[config.mk]
export PLATFORM = sky130hd
export DESIGN_NAME = fft8_frame_loader
export DESIGN_NICKNAME = d
export VERILOG_FILES = /design/src/rtl/fft8_pkg.sv /design/src/rtl/fft8_frame_loader.sv
export SDC_FILE = /design/constraint.sdc
export NUM_CORES = 1
export LEC_CHECK = 0
export BUFFER_PORTS_ARGS = -buffer_cell sky130_fd_sc_hd__buf_2
export CAP_MARGIN = 10
export CORE_UTILIZATION = 51
export CTS_CLUSTER_SIZE = 12
export DETAILED_ROUTE_END_ITERATION = 6
export HOLD_SLACK_MARGIN = 0.08
export PLACE_DENSITY = 0.79
export SLEW_MARGIN = 20
export SYNTH_ARGS = -nofsm -noshare
export SYNTH_HDL_FRONTEND = slang
export SYNTH_SLANG_ARGS = --single-unit
[constraint.sdc]
create_clock -name clk -period 9.4 [get_ports clk]
set_clock_uncertainty 0.15 [all_clocks]
set_input_delay 0.94 -clock clk [delete_from_list [all_inputs] [get_ports clk]]
set_output_delay 0.94 -clock clk [all_outputs]
set_load 0.01 [all_outputs]
[src/rtl/fft8_pkg.sv]
// Shared constants, FSM state type and slot-index helper for the 8-point FFT frame loader.
package fft8_pkg;

    localparam int DATA_W_DEFAULT = 16;
    localparam int N              = 8;
    localparam int LOG2N          = 3;

    typedef enum logic [1:0] {
        FILL   = 2'd0,
        LAUNCH = 2'd1,
        WAIT   = 2'd2
    } state_t;

    // Reverses the three index bits so a natural-order stream lands in radix-2 DIT input order.
    function automatic logic [LOG2N-1:0] bitrev3(input logic [LOG2N-1:0] idx);
        return {idx[0], idx[1], idx[2]};
    endfunction

endpackage

[src/rtl/fft8_frame_loader.sv]
// Collects 8 complex samples into a slot register file, then hands the frame to an FFT core.
// Define FFT8_LOADER_BITREV_EN to store sample cnt in slot bitrev3(cnt) instead of slot cnt.
module fft8_frame_loader #(
    parameter int DATA_W = fft8_pkg::DATA_W_DEFAULT,
    parameter int N      = fft8_pkg::N
) (
    input  logic                  clk,
    input  logic                  rst,
    input  logic                  s_valid,
    output logic                  s_ready,
    input  logic [DATA_W-1:0]     s_re,
    input  logic [DATA_W-1:0]     s_im,
    input  logic                  flush,
    output logic [DATA_W*N-1:0]   in_re_flat,
    output logic [DATA_W*N-1:0]   in_im_flat,
    output logic                  start,
    input  logic                  done,
    output logic                  busy
);
    import fft8_pkg::*;

    state_t             state;
    state_t             state_next;
    logic [LOG2N-1:0]   cnt;
    logic [LOG2N-1:0]   wr_idx;
    logic               accept;
    logic [DATA_W-1:0]  slot_re [N];
    logic [DATA_W-1:0]  slot_im [N];

    always_ff @(posedge clk or posedge rst) begin
        if (rst) begin
            state <= FILL;
        end else begin
            state <= state_next;
        end
    end

    // A flush cycle drops s_ready so the upstream never believes a discarded sample was taken.
    always_comb begin
        state_next = state;
        s_ready    = 1'b0;
        start      = 1'b0;
        busy       = 1'b0;
        accept     = 1'b0;
        case (state)
            FILL: begin
                s_ready = !rst && !flush;
                accept  = s_valid && s_ready;
                if (accept && (cnt == {LOG2N{1'b1}})) begin
                    state_next = LAUNCH;
                end
            end
            LAUNCH: begin
                start      = 1'b1;
                state_next = WAIT;
            end
            WAIT: begin
                busy = 1'b1;
                if (done) begin
                    state_next = FILL;
                end
            end
            default: begin
                state_next = FILL;
            end
        endcase
    end

`ifdef FFT8_LOADER_BITREV_EN
    assign wr_idx = bitrev3(cnt);
`else
    assign wr_idx = cnt;
`endif

    always_ff @(posedge clk or posedge rst) begin
        if (rst) begin
            cnt <= '0;
        end else if (state == FILL) begin
            if (flush) begin
                cnt <= '0;
            end else if (accept) begin
                cnt <= cnt + LOG2N'(1);
            end
        end
    end

    // Slots change only on an accept, which keeps the frame frozen from LAUNCH until WAIT ends.
    always_ff @(posedge clk or posedge rst) begin
        if (rst) begin
            for (int k = 0; k < N; k++) begin
                slot_re[k] <= '0;
                slot_im[k] <= '0;
            end
        end else if (accept) begin
            slot_re[wr_idx] <= s_re;
            slot_im[wr_idx] <= s_im;
        end
    end

    for (genvar k = 0; k < N; k++) begin : g_flat
        assign in_re_flat[(k+1)*DATA_W-1 -: DATA_W] = slot_re[k];
        assign in_im_flat[(k+1)*DATA_W-1 -: DATA_W] = slot_im[k];
    end

endmodule

==> metrics, run 1 <==
slowest CP cell or4_4; switching share of total power around 24%; fmax 326 MHz; crit path from rst; Residual DRC 0; Slew @ Worst Pin 1060 ps; Starting Density 52.8%; reg2reg setup slack ~6600 ps; Max rail drop VDD 0.157 mV; Static Leakage 7.08 nW; PwrDens 215 mW/mm^2; Netlist cell types 29; Fillers 1,374; clock latency on the worst-skew pair about 530 ps; htree depth 1; grt ovf 0; DIE HEIGHT 142 um; max-slew violation count 0; Syn Nets 614; core area around 0.019 mm^2; Post-Route WL 23,500 um; Detailed Route Iter0 Violations 128; PortBufs about 300; Vias/cell 5.23; crit path cell chain buf_2 -> or4_4 -> clkinv_8 -> buf_2; Reg area around 0.0065 mm^2; status finished, final reports clean; internal power 2.04 mW; area grow syn2layout 25.5%; post-synthesis register bit count 261; Post-Syn Instances approximately 580; Die X 142 um; Worst setup SP type input port; CTS Buffer Depth 3; Setup TNS Final 0 ps; max cap viols 0; die area 0.0202 mm^2; Post-CTS Repair Setup Buffers 0; Switch Pwr 656 uW; most common cell after layout, fill and taps aside buf_2; fin crit period between 3000 and 4000 ps; Async SR Flop Fraction 100%; routability cong. between 0.7 and 0.8; Inserted Diodes 0; crit end category primary output; Tcrit/Tclk final 32.6%; crit path buf inv count 3; WL/cell between 20 and 25 um; Final setup viols 0; std cell rows 50; RSZ-0062 raised after global routing no; fin util about two thirds; area taken by multi-input logic gates 0.00326 mm^2; post-route ant nets 0; layout cells sized above 1 between 60% and 70%; Post-synth EDFFs 0; Critical Path Max Stage Delay 620 ps; r2r startpoint state[0]$_DFFE_PP0P_; sequential share of the synthesized area 65.2%; TritonRoute pass-1 iters 4; commonest cells after routing, fill and taps aside buf_2 (295), dfrtp_1 (261), mux2_2 (213); CTS root buffer clkbuf_16; cell repeated most along the worst path buf_2; via count 6,045; largest net degree at the start of global routing 145; DP Wirelength 15,200 um; initial antenna violation count 0; Crit Path Max Fanout 10; Ys Warns 0; CTS Hold Bufs 0; Worst Path Class, Setup input port to primary output; Seq pwr share 47.6%; CTS tree yes; Hold Vio Cnt, Final 0; Top delay family on crit path simple AND/OR/NAND/NOR gates; first-pass GRT wire length 36,500 um; Worst Path Arrival 1980 ps; Clock Power Share 39.4%; GRT Total Usage approximately a quarter; Post-CTS Resized 0; clk sinks 261; hold crit path type flip-flop to flip-flop; vias in the first global route approximately 6,400; I/O pin count 296; Worst-path clk slew approximately 60 ps; Hold Path Origin in_im_flat[51]$_DFFE_PP0P_; Post-Syn Area per Cell 17.4 um^2; Inserted Clock Buffers 28; Synth Cell Area 0.0100 mm^2; predominant post-synthesis flop cell dfrtp_1; CP required a little over 8000 ps; Comb pwr share a little over an eighth; NumNets Final 918; relative slew slack 29.1%
## cell usage after synthesis, types with 2 or more instances
cell type / instances / share of area [%]
buf_2: 16 / 0.80
nor2b_1: 2 / 0.12
ha_1: 2 / 0.25
nand3_2: 3 / 0.30
buf_12: 3 / 0.60
mux2_1: 13 / 1.5
dfrtp_1: 261 / 65
and3_1: 2 / 0.12
inv_1: 3 / 0.11
nor3_4: 2 / 0.32
nand2_1: 2 / 0.075
buf_4: 6 / 0.45
nor2_1: 2 / 0.075
a31o_2: 2 / 0.17
mux2_4: 30 / 4.5
mux2_2: 213 / 24
## per-stage QoR
step                cells  area, um^2  worst slack (ps)  total power, mW  hold slack [ps]
floorplan             575       10000              1130             1.48              356
global placement     1109       11700              5860             1.65              315
detailed placement   1109       11700              5800             1.66              324
CTS                  1156       12600              6330             2.72              337
global route         1156       12600              6290             2.81              354
finish               1156       12600              6330             2.70              333
## kinds of logic (layout without fill, tap and decap cells)
group	count (synthesis)	in the layout	synth area share [%]
flops	261	261	65.2
simple gates	21	21	1.96
mux	257	257	30.0
buf+inv	30	351	2.24
compound gates	4	4	0.300
fa+ha+maj	2	2	0.250
## worst paths after layout
check                      cells past startpoint                     endpoint
setup / recovery                               4                      s_ready
hold / removal                                 1   in_im_flat[51]$_DFFE_PP0P_
setup reg to reg                               4    in_re_flat[8]$_DFFE_PP0P_
hold reg to reg                                1   in_im_flat[51]$_DFFE_PP0P_
max in group asynchronous                      3  in_im_flat[127]$_DFFE_PP0P_
min in group asynchronous                      2   in_re_flat[81]$_DFFE_PP0P_
## routing by layer
metal | global-route usage [%] | part of all wire, % | vias up | routed length [um]
met5 | 0 | 0 | - | 0
met4 | 7.24 | 2.7 | 0 | 637
li1 | - | - | 2668 | -
met2 | 38.4 | 47 | 241 | 11100
met3 | 6.86 | 7.7 | 40 | 1820
met1 | 30.7 | 42 | 3096 | 9910
## state kept, by name (all words and copies together) (netlist names)
signal      flops
in_re_flat    128
in_im_flat    128
cnt             3
state           2
## power groups by stage
| stage | clock (mW) | sequential [mW] | combinational, mW |
|---|---|---|---|
| floorplan | 0 | 1.35 | 0.128 |
| global placement | 0 | 1.30 | 0.348 |
| detailed placement | 0 | 1.30 | 0.355 |
| CTS | 1.08 | 1.28 | 0.356 |
| global route | 1.13 | 1.30 | 0.378 |
| finish | 1.06 | 1.28 | 0.350 |
## layout make-up
| class | instances | area share [%] |
|---|---|---|
| multi-input combinational | 284 | 25.9 |
| inverter | 4 | 0.279 |
| sequential | 261 | 52.0 |
| timing repair buffer | 300 | 12.1 |
| clock inverter | 3 | 0.369 |
| clock buffer | 44 | 6.78 |
| tap | 260 | 2.59 |
No activity file was read; power rests on OpenSTA's default activity.
==> run 2, diff against run 1 <==
==> constraint.sdc (replaced) <==
create_clock -name clk -period 3 [get_ports clk]
set_clock_uncertainty 0.15 [all_clocks]
set_input_delay 0.3 -clock clk [delete_from_list [all_inputs] [get_ports clk]]
set_output_delay 0.3 -clock clk [all_outputs]
set_load 0.01 [all_outputs]
==> run 2 against run 1 <==
Against the previous run:
- via count grew 1.7%
- sequential power rose to 3.1 times the previous value
- non-clock buffer count is 45 higher
- first-iteration DRC count is 49% higher
- worst hold slack got worse by 190 ps
- die area unchanged
- critical path depth up 3
- final cell count grew 3.6%
- sequential share of layout area decreased by 1.7 points
- clock power grew to 3.0 times the previous value
- largest power group unchanged
==> metrics, run 2 (synthesis results as in run 1) <==
Worst setup SP type input port; layout cells sized above 1 64.4%; Residual DRC 0; WL/cell 19.8 um; CTS root buffer clkbuf_16; hold crit path type input port to flip-flop; grt ovf 0; htree depth 1; Critical Path Max Stage Delay ~620 ps; DR WL met3 between 1500 and 2000 um; r2r startpoint state[0]$_DFFE_PP0P_; most common cell after layout, fill and taps aside buf_2; vias in the first global route 6,419; Vias/cell ~5.1; PnR worst setup slack 525 ps; routability cong. 0.735; Hold Vio Cnt, Final 0; Crit Path Max Fanout 22; CP required around 3200 ps; TritonRoute pass-1 iters 4; Worst Path Class, Setup input port to flip-flop; largest net degree at the start of global routing approximately 150; Hold Path Origin flush; Inserted Clock Buffers 27; RSZ-0062 raised after global routing no; Final setup viols 0; Starting Density 52.8%; PwrDens 642 mW/mm^2; Worst Path Arrival 2710 ps; via count 6,148; max-slew violation count 0; R2R depth 5; area grow syn2layout 29.6%; CTS Buffer Depth 3; hold depth 3; core area 0.0190 mm^2; hold_ws 146 ps; Detailed Route Iter0 Violations approximately 190; fin util between 60% and 70%; std cell rows 50; Met1 Routed Length 9970 um; I/O pin count 296; Die X around 140 um; initial antenna violation count 0; RR Endpoint in_re_flat[45]$_DFFE_PP0P_; Slew @ Worst Pin 760 ps; Static Leakage between 7 and 8 nW; clk sinks 261; Top delay family on crit path buffers and inverters; first-pass GRT wire length 37,000 um; crit path cell chain dlygate4sd3_1 -> buf_2 -> or4_4 -> clkinv_8 -> and4_2 -> buf_4 -> mux2_4; NumNets Final 962; PortBufs 295; clock latency on the worst-skew pair 510 ps; DP Wirelength 15,500 um; crit path buf inv count 4; commonest cells after routing, fill and taps aside buf_2 (295), dfrtp_1 (261), mux2_2 (213); Post-CTS Resized 0; fmax 404 MHz; CTS tree yes; Post-CTS Repair Setup Buffers 0; DR top layer met4; Worst-path clk slew 60 ps; max cap viols 0; Hold EP cnt[2]$_DFFE_PP0P_; Post-Route WL 23,700 um; pre-CTS WS 538 ps; crit end category flip-flop; relative slew slack 49.3%; GRT Total Usage between 20% and 30%; crit path from rst; status finished, final reports clean; fin crit period 2480 ps; Tcrit/Tclk final 82.5%; WL met2 approximately 12,000 um; Max rail drop VDD 0.601 mV; die area 0.0202 mm^2; post-route ant nets 0; DIE HEIGHT roughly 140 um; reg2reg setup slack 640 ps; slowest CP cell or4_4
## run 2: cell count changes in the layout (fill, tap and decap cells not counted), moves of 2 or more
cell / previous run / this run
buf_12: 0 / 4
buf_4: 5 / 11
clkbuf_16: 29 / 27
dlygate4sd3_1: 0 / 35
inv_8: 2 / 0
## run 2: repair_timing
action / CTS / global route
setup endpoints to repair: 0 / 0
hold buffers: 35 / 0
hold endpoints to repair: 522 / 0
## run 2: worst max-delay path by stage
stage | endpoint | slack (ps) | depth (start not counted)
finish | in_re_flat[45]$_DFFE_PP0P_ | 520 | 7
global route | in_re_flat[108]$_DFFE_PP0P_ | 460 | 7
CTS | in_re_flat[108]$_DFFE_PP0P_ | 510 | 7
detailed placement | in_re_flat[108]$_DFFE_PP0P_ | 540 | 6
global placement | in_re_flat[101]$_DFFE_PP0P_ | 560 | 6
floorplan | cnt[0]$_DFFE_PP0P_ | -890 | 1
## run 2: metal layers
metal | up-vias | track usage [%]
li1 | 2747 | -
met5 | - | 0
met1 | 3157 | 30.5
met2 | 215 | 40.5
met3 | 29 | 6.66
met4 | 0 | 5.15
## run 2: report_power, final
part | internal [mW] | switching (mW)
Sequential | 3.86 | 0.174
Clock | 1.92 | 1.26
Combinational | 0.555 | 0.565
## run 2: area by class of cell
cell class | instances | area (um^2)
timing repair buffer | 345 | 1990
fill | 1322 | 5980
antenna | 1 | 2.50
sequential | 261 | 6530
tap | 260 | 325
clock buffer | 42 | 812
multi-input combinational | 284 | 3260
inverter | 4 | 31.3
clock inverter | 1 | 30.0
## run 2: worst reg2reg max path, stage by stage, from the launching register on
cell      delay [ps]
dfrtp_1          400
or4_4            580
clkinv_8         110
and4_2           240
buf_4            410
mux2_4           360
## run 2: through the flow
| step | TNS [ps] | area, um^2 | cells | power [mW] |
|---|---|---|---|---|
| floorplan | -232700 | 10000 | 575 | 4.64 |
| global route | 0 | 13000 | 1197 | 8.67 |
| global placement | 0 | 11800 | 1119 | 5.14 |
| detailed placement | 0 | 11800 | 1119 | 5.18 |
| finish | 0 | 13000 | 1198 | 8.33 |
| CTS | 0 | 13000 | 1197 | 8.41 |
